--- config.mk ---
export PLATFORM = sky130hd
export DESIGN_NAME = cpu_controller_flat
export DESIGN_NICKNAME = d
export VERILOG_FILES = /design/src/rtl/cpu_controller_if.sv /design/src/rtl/cpu_controller.sv /design/src/flat_wrapper.sv
export SDC_FILE = /design/constraint.sdc
export NUM_CORES = 1
export LEC_CHECK = 0
export BUFFER_PORTS_ARGS = -buffer_cell sky130_fd_sc_hd__buf_2
export CORE_AREA = 2 2 39 41
export DETAILED_ROUTE_END_ITERATION = 12
export DIE_AREA = 0 0 41 43
export GPL_TIMING_DRIVEN = 0
export PLACE_DENSITY = 0.65
export SYNTH_ARGS = -nofsm -noshare
export SYNTH_HDL_FRONTEND = slang
export SYNTH_SLANG_ARGS = --single-unit
export TNS_END_PERCENT = 30
--- constraint.sdc ---
create_clock -name clk -period 1.9 [get_ports clk]
set_input_delay 0.19 -clock clk [delete_from_list [all_inputs] [get_ports clk]]
set_output_delay 0.19 -clock clk [all_outputs]
set_load 0.01 [all_outputs]
--- src/rtl/cpu_controller_if.sv ---
// Control bundle between the instruction sequencer and the CPU datapath.
// master = sequencer (drives strobes), slave = datapath (drives opcode/zero).
interface cpu_controller_if;
    logic [2:0] opcode;
    logic       zero;
    logic       sel;
    logic       rd;
    logic       wr;
    logic       ld_ir;
    logic       inc_pc;
    logic       ld_pc;
    logic       data_e;
    logic       ld_ac;
    logic       halt;
    logic [2:0] phase;

    modport master (
        input  opcode, zero,
        output sel, rd, wr, ld_ir, inc_pc, ld_pc, data_e, ld_ac, halt, phase
    );

    modport slave (
        output opcode, zero,
        input  sel, rd, wr, ld_ir, inc_pc, ld_pc, data_e, ld_ac, halt, phase
    );
endinterface

--- src/rtl/cpu_controller.sv ---
// RISC CPU instruction sequencer: fixed 8-phase cycle per instruction,
// decoding phase/opcode/zero into datapath strobes. HLT freezes until reset.
module cpu_controller (
    input logic                clk,
    input logic                rst,
    cpu_controller_if.master   bus
);

    typedef enum logic [2:0] {
        INST_ADDR  = 3'd0,
        INST_FETCH = 3'd1,
        INST_LOAD  = 3'd2,
        IDLE       = 3'd3,
        OP_ADDR    = 3'd4,
        OP_FETCH   = 3'd5,
        ALU_OP     = 3'd6,
        STORE      = 3'd7
    } phase_t;

    localparam logic [2:0] OP_HLT = 3'd0;
    localparam logic [2:0] OP_SKZ = 3'd1;
    localparam logic [2:0] OP_ADD = 3'd2;
    localparam logic [2:0] OP_AND = 3'd3;
    localparam logic [2:0] OP_XOR = 3'd4;
    localparam logic [2:0] OP_LDA = 3'd5;
    localparam logic [2:0] OP_STO = 3'd6;
    localparam logic [2:0] OP_JMP = 3'd7;

    phase_t phase_q, phase_d;
    logic   halted_q, halted_d;
    logic   is_aluop, is_skz, is_sto, is_jmp;

    assign is_aluop = (bus.opcode == OP_ADD) || (bus.opcode == OP_AND) ||
                      (bus.opcode == OP_XOR) || (bus.opcode == OP_LDA);
    assign is_skz   = (bus.opcode == OP_SKZ);
    assign is_sto   = (bus.opcode == OP_STO);
    assign is_jmp   = (bus.opcode == OP_JMP);

    always_ff @(posedge clk or posedge rst) begin
        if (rst) begin
            phase_q  <= INST_ADDR;
            halted_q <= 1'b0;
        end else begin
            phase_q  <= phase_d;
            halted_q <= halted_d;
        end
    end

    // Halting parks the counter at OP_ADDR; the wrap 7->0 is the natural 3-bit overflow.
    always_comb begin
        phase_d  = phase_q;
        halted_d = halted_q;
        if (!halted_q) begin
            if (phase_q == OP_ADDR && bus.opcode == OP_HLT)
                halted_d = 1'b1;
            else
                phase_d = phase_t'(phase_q + 3'd1);
        end
    end

    always_comb begin
        bus.sel    = 1'b0;
        bus.rd     = 1'b0;
        bus.wr     = 1'b0;
        bus.ld_ir  = 1'b0;
        bus.inc_pc = 1'b0;
        bus.ld_pc  = 1'b0;
        bus.data_e = 1'b0;
        bus.ld_ac  = 1'b0;
        bus.halt   = 1'b0;
        if (halted_q) begin
            bus.halt = 1'b1;
        end else begin
            case (phase_q)
                INST_ADDR: begin
                    bus.sel = 1'b1;
                end
                INST_FETCH: begin
                    bus.sel = 1'b1;
                    bus.rd  = 1'b1;
                end
                INST_LOAD, IDLE: begin
                    bus.sel   = 1'b1;
                    bus.rd    = 1'b1;
                    bus.ld_ir = 1'b1;
                end
                OP_ADDR: begin
                    bus.inc_pc = 1'b1;
                    bus.halt   = (bus.opcode == OP_HLT);
                end
                OP_FETCH: begin
                    bus.rd = is_aluop;
                end
                ALU_OP: begin
                    // Second increment on a taken SKZ skips the next instruction.
                    bus.rd     = is_aluop;
                    bus.inc_pc = is_skz & bus.zero;
                    bus.ld_pc  = is_jmp;
                    bus.data_e = is_sto;
                end
                STORE: begin
                    bus.rd     = is_aluop;
                    bus.ld_ac  = is_aluop;
                    bus.ld_pc  = is_jmp;
                    bus.wr     = is_sto;
                    bus.data_e = is_sto;
                end
                default: ;
            endcase
        end
    end

    assign bus.phase = phase_q;

endmodule

--- src/flat_wrapper.sv ---
// flat-port wrapper written by rule: the top's interface ports become plain ports
module cpu_controller_flat 
  (clk, rst, bus_opcode, bus_zero, bus_sel, bus_rd, bus_wr, bus_ld_ir, bus_inc_pc, bus_ld_pc, bus_data_e, bus_ld_ac, bus_halt, bus_phase);
  cpu_controller_if bus_i ();
  input logic clk;
  input logic rst;
  input wire logic [$bits(bus_i.opcode)-1:0] bus_opcode;
  input wire logic [$bits(bus_i.zero)-1:0] bus_zero;
  output wire logic [$bits(bus_i.sel)-1:0] bus_sel;
  output wire logic [$bits(bus_i.rd)-1:0] bus_rd;
  output wire logic [$bits(bus_i.wr)-1:0] bus_wr;
  output wire logic [$bits(bus_i.ld_ir)-1:0] bus_ld_ir;
  output wire logic [$bits(bus_i.inc_pc)-1:0] bus_inc_pc;
  output wire logic [$bits(bus_i.ld_pc)-1:0] bus_ld_pc;
  output wire logic [$bits(bus_i.data_e)-1:0] bus_data_e;
  output wire logic [$bits(bus_i.ld_ac)-1:0] bus_ld_ac;
  output wire logic [$bits(bus_i.halt)-1:0] bus_halt;
  output wire logic [$bits(bus_i.phase)-1:0] bus_phase;
  assign bus_i.opcode = bus_opcode;
  assign bus_i.zero = bus_zero;
  assign bus_sel = bus_i.sel;
  assign bus_rd = bus_i.rd;
  assign bus_wr = bus_i.wr;
  assign bus_ld_ir = bus_i.ld_ir;
  assign bus_inc_pc = bus_i.inc_pc;
  assign bus_ld_pc = bus_i.ld_pc;
  assign bus_data_e = bus_i.data_e;
  assign bus_ld_ac = bus_i.ld_ac;
  assign bus_halt = bus_i.halt;
  assign bus_phase = bus_i.phase;
  cpu_controller u_core (.clk(clk), .rst(rst), .bus(bus_i));
endmodule
==> impl_results.md <==
* Largest stage delay on the critical path at 0.37 ns
* CTS clk-pin slew, worst paths at 0.04 ns
* Design Power at 845.3 uW
* Post-DP Area at 485.5 um2
* Post-Synthesis Cell Area at about 380 um2
* Post-DR wirelength/cell at 10.47 um
* Pin slew with the least headroom to its limit at roughly 0.24 ns
* Ant diodes at 0
* F_max at 553.3 MHz
* GRT Overall Usage at 0.1237
* Setup TNS Final at 0 ns
* RePlAce Congestion at a little under 0.8
* Area grow syn2layout at 42.43%
* Die area at 1763 um2
* Peak supply drop at approximately 0.66 mV
* Final Skew at 0.003537 ns
* Core ar. at 1384 um2
* Yosys cell types at 22
* Buffers on Ports at 17
* Synth Instances at 42
* First-pass GRT wire length at ~1500 um
* Synthesized area per cell at 9.056 um2
* Fillers at approximately 150
* Largest net degree at the start of global routing at 11
* Synth Net Count at 54
* Bufs and invs on worst path at 2
* CTS tree: yes
* Antenna Violating Nets Remaining at 0
* Crit Path Class: reg2out
* HPWL Detailed at 658 um
* Drt total wl at around 850 um
* Core Rows at 14
* Root Driver: clkbuf_4
* H-tree lvl count at 1
* Vias in the first global route at approximately 370
* Insertion delay to the later sink of the worst-skew pair at 0.23 ns
* Final worst-path cycle share at 0.9512
* Clock Tree Buf Depth at 2
* P_leak at 0.0002714 uW
* Slew headroom at 0.8359
* CP Cell Sequence: buf_4, ha_1, or3_1, a21oi_1, nor2_1, buf_2
* Total grt overflow at 0
* Hold Violations, Final at 0
* # setup viols final at 0
* Initial Utilization at 0.2749
* Die Y at around 43 um
* Sequential-to-total area share from yosys stat at 0.2632
* # IOs at 18
* Slowest cell on crit path: dfrtp_1
* Die Span X at 41 um
* CTS sink cnt at 4
* CTS buffer count at 3
* Pre-antenna DRT Iters at 1
* Via/cell ratio at 4.617
* Power per Cell Area at 1560 nW/um2
* CP arrival at 1.62 ns
* Via count at between 300 and 400
* Initial antenna violation count at 0
* Nets at between 70 and 80
* RSZ-0062 raised after global routing: yes
* Fraction of layout cells with a size suffix above 1 at 0.4615
* Min cycle time layout at approximately 1.8 ns
* Slew Limit Fails at 0
* Startpoint types: flop
* Syn. warnings at 0
* Initial DRC Count at 0
* Worst hold-check path type: in2reg
* Remaining routing DRC violations at 0
* Top Family by Delay on Critical Path: simple AND/OR/NAND/NOR gates
* CP max FO at 4
* Status: finished, final reports clean
* FF+latch count, synth at 4
* Finished Cell Area at 541.8 um2
* Worst path required time at 1.71 ns
* Max-cap violations at 0
* CP endpoint kind: output pin
worst paths after layout:
kind | start | end | slack (ns) | depth (start not counted)
worst max-delay path | u_core.bus.phase[0]$_DFFE_PP0P_ | bus_sel | 0.09 | 6
worst min-delay path | bus_opcode[1] | u_core.bus.phase[2]$_DFFE_PP0P_ | 0.35 | 4
worst max register to register | u_core.bus.phase[1]$_DFFE_PP0P_ | u_core.bus.phase[1]$_DFFE_PP0P_ | 0.31 | 6
worst min register to register | u_core.bus.phase[1]$_DFFE_PP0P_ | u_core.bus.phase[1]$_DFFE_PP0P_ | 0.58 | 1
max in group asynchronous | rst | u_core.bus.phase[1]$_DFFE_PP0P_ | 1.36 | 3
min in group asynchronous | rst | u_core.bus.phase[0]$_DFFE_PP0P_ | 0.38 | 3
cell usage after synthesis:
cell type  n  area [um2]
nor4_1     1       6.260
clkinv_1   1       3.750
xnor2_1    2       17.52
mux2_4     1       15.01
nor3_1     2       10.01
a21oi_2    1       8.760
o32ai_1    1       8.760
ha_1       6       75.07
nand2b_1   2       12.51
nor2_1     3       11.26
a41oi_1    1       8.760
or3_1      1       6.260
dfrtp_1    4       100.1
nor3b_1    1       7.510
nor4_2     1       12.51
nand2_1    1       3.750
inv_1      4       15.01
buf_2      1       5.000
nor3b_2    1       12.51
nor4b_1    1       8.760
a21oi_1    5       25.02
nor2b_1    1       6.260
stage by stage:
| stage | hold WS [ns] | setup slack, ns | utilization | instances |
|---|---|---|---|---|
| after floorplan | -0.04392 | 0.3428 | - | 42 |
| after global placement | 0.07055 | 0.2145 | 0.3508 | 75 |
| after detailed placement | 0.07494 | 0.1979 | 0.3508 | 75 |
| after CTS | 0.3422 | 0.05788 | 0.3797 | 80 |
| after global routing | 0.3787 | -0.004450 | 0.3915 | 81 |
| final | 0.3513 | 0.09272 | 0.3915 | 81 |
sequential cells by signal (all words and copies together) (netlist names):
register	count
u_core.halted_q	1
u_core.bus.phase	3
worst min-delay path, stage by stage:
cell,delay [ns]
buf_2,0.11
nor3b_2,0.06
a21oi_1,0.12
a21oi_1,0.05
metal layers:
| layer | wire, um | global-route usage | vias to the layer above |
|---|---|---|---|
| met4 | 0 | 0.06000 | 0 |
| met5 | 0 | 0 | - |
| met2 | 425 | 0.2125 | 10 |
| li1 | - | - | 195 |
| met3 | 53 | 0.01571 | 0 |
| met1 | 369 | 0.1392 | 169 |
where the power goes:
part	internal, uW	total (uW)	switching (uW)	leakage [uW]
Combinational	268	575	306	0.000214
Clock	70.4	102	31.5	0.0000138
Sequential	133	169	35.6	0.0000441
Total	472	845	373	0.000271
cell type report:
cell class | count | area (um2) | share of cell area
plain buffers | 1 | 5.005 | 0.009238
clock buffers | 3 | 22.52 | 0.04157
inverters | 5 | 18.77 | 0.03464
multi-input cells | 32 | 264.0 | 0.4873
flip-flops and latches | 4 | 101.3 | 0.1871
well taps | 16 | 20.02 | 0.03695
repair buffers | 20 | 110.1 | 0.2032
logic make-up after synthesis:
group / after synthesis / share of synthesized area
fa+ha+maj: 6 / 0.1974
buf+inv: 6 / 0.06247
simple gates: 15 / 0.2566
xor+xnor: 2 / 0.04606
flops: 4 / 0.2632
compound gates: 8 / 0.1349
mux: 1 / 0.03946
cell usage in the layout (no fill, tap or decap), types with 2 or more instances in the layout:
cell type,Yosys,layout
xnor2_1,2,2
nor3_1,2,2
nand2b_1,2,2
buf_2,1,18
nor2_1,3,3
dfrtp_1,4,3
nor3b_2,1,2
a21oi_1,5,5
ha_1,6,5
clkbuf_4,0,3
inv_1,4,4
buf_4,0,2
what timing repair did:
item                       in CTS  in global routing
resized for setup               0                  3
hold endpoints to repair        4                  0
setup endpoints to repair       1                  3
setup buffers                   1                  1
hold buffers                    1                  0
pin swaps                       0                  1
Note: power is estimated with default switching activity, not from simulation.
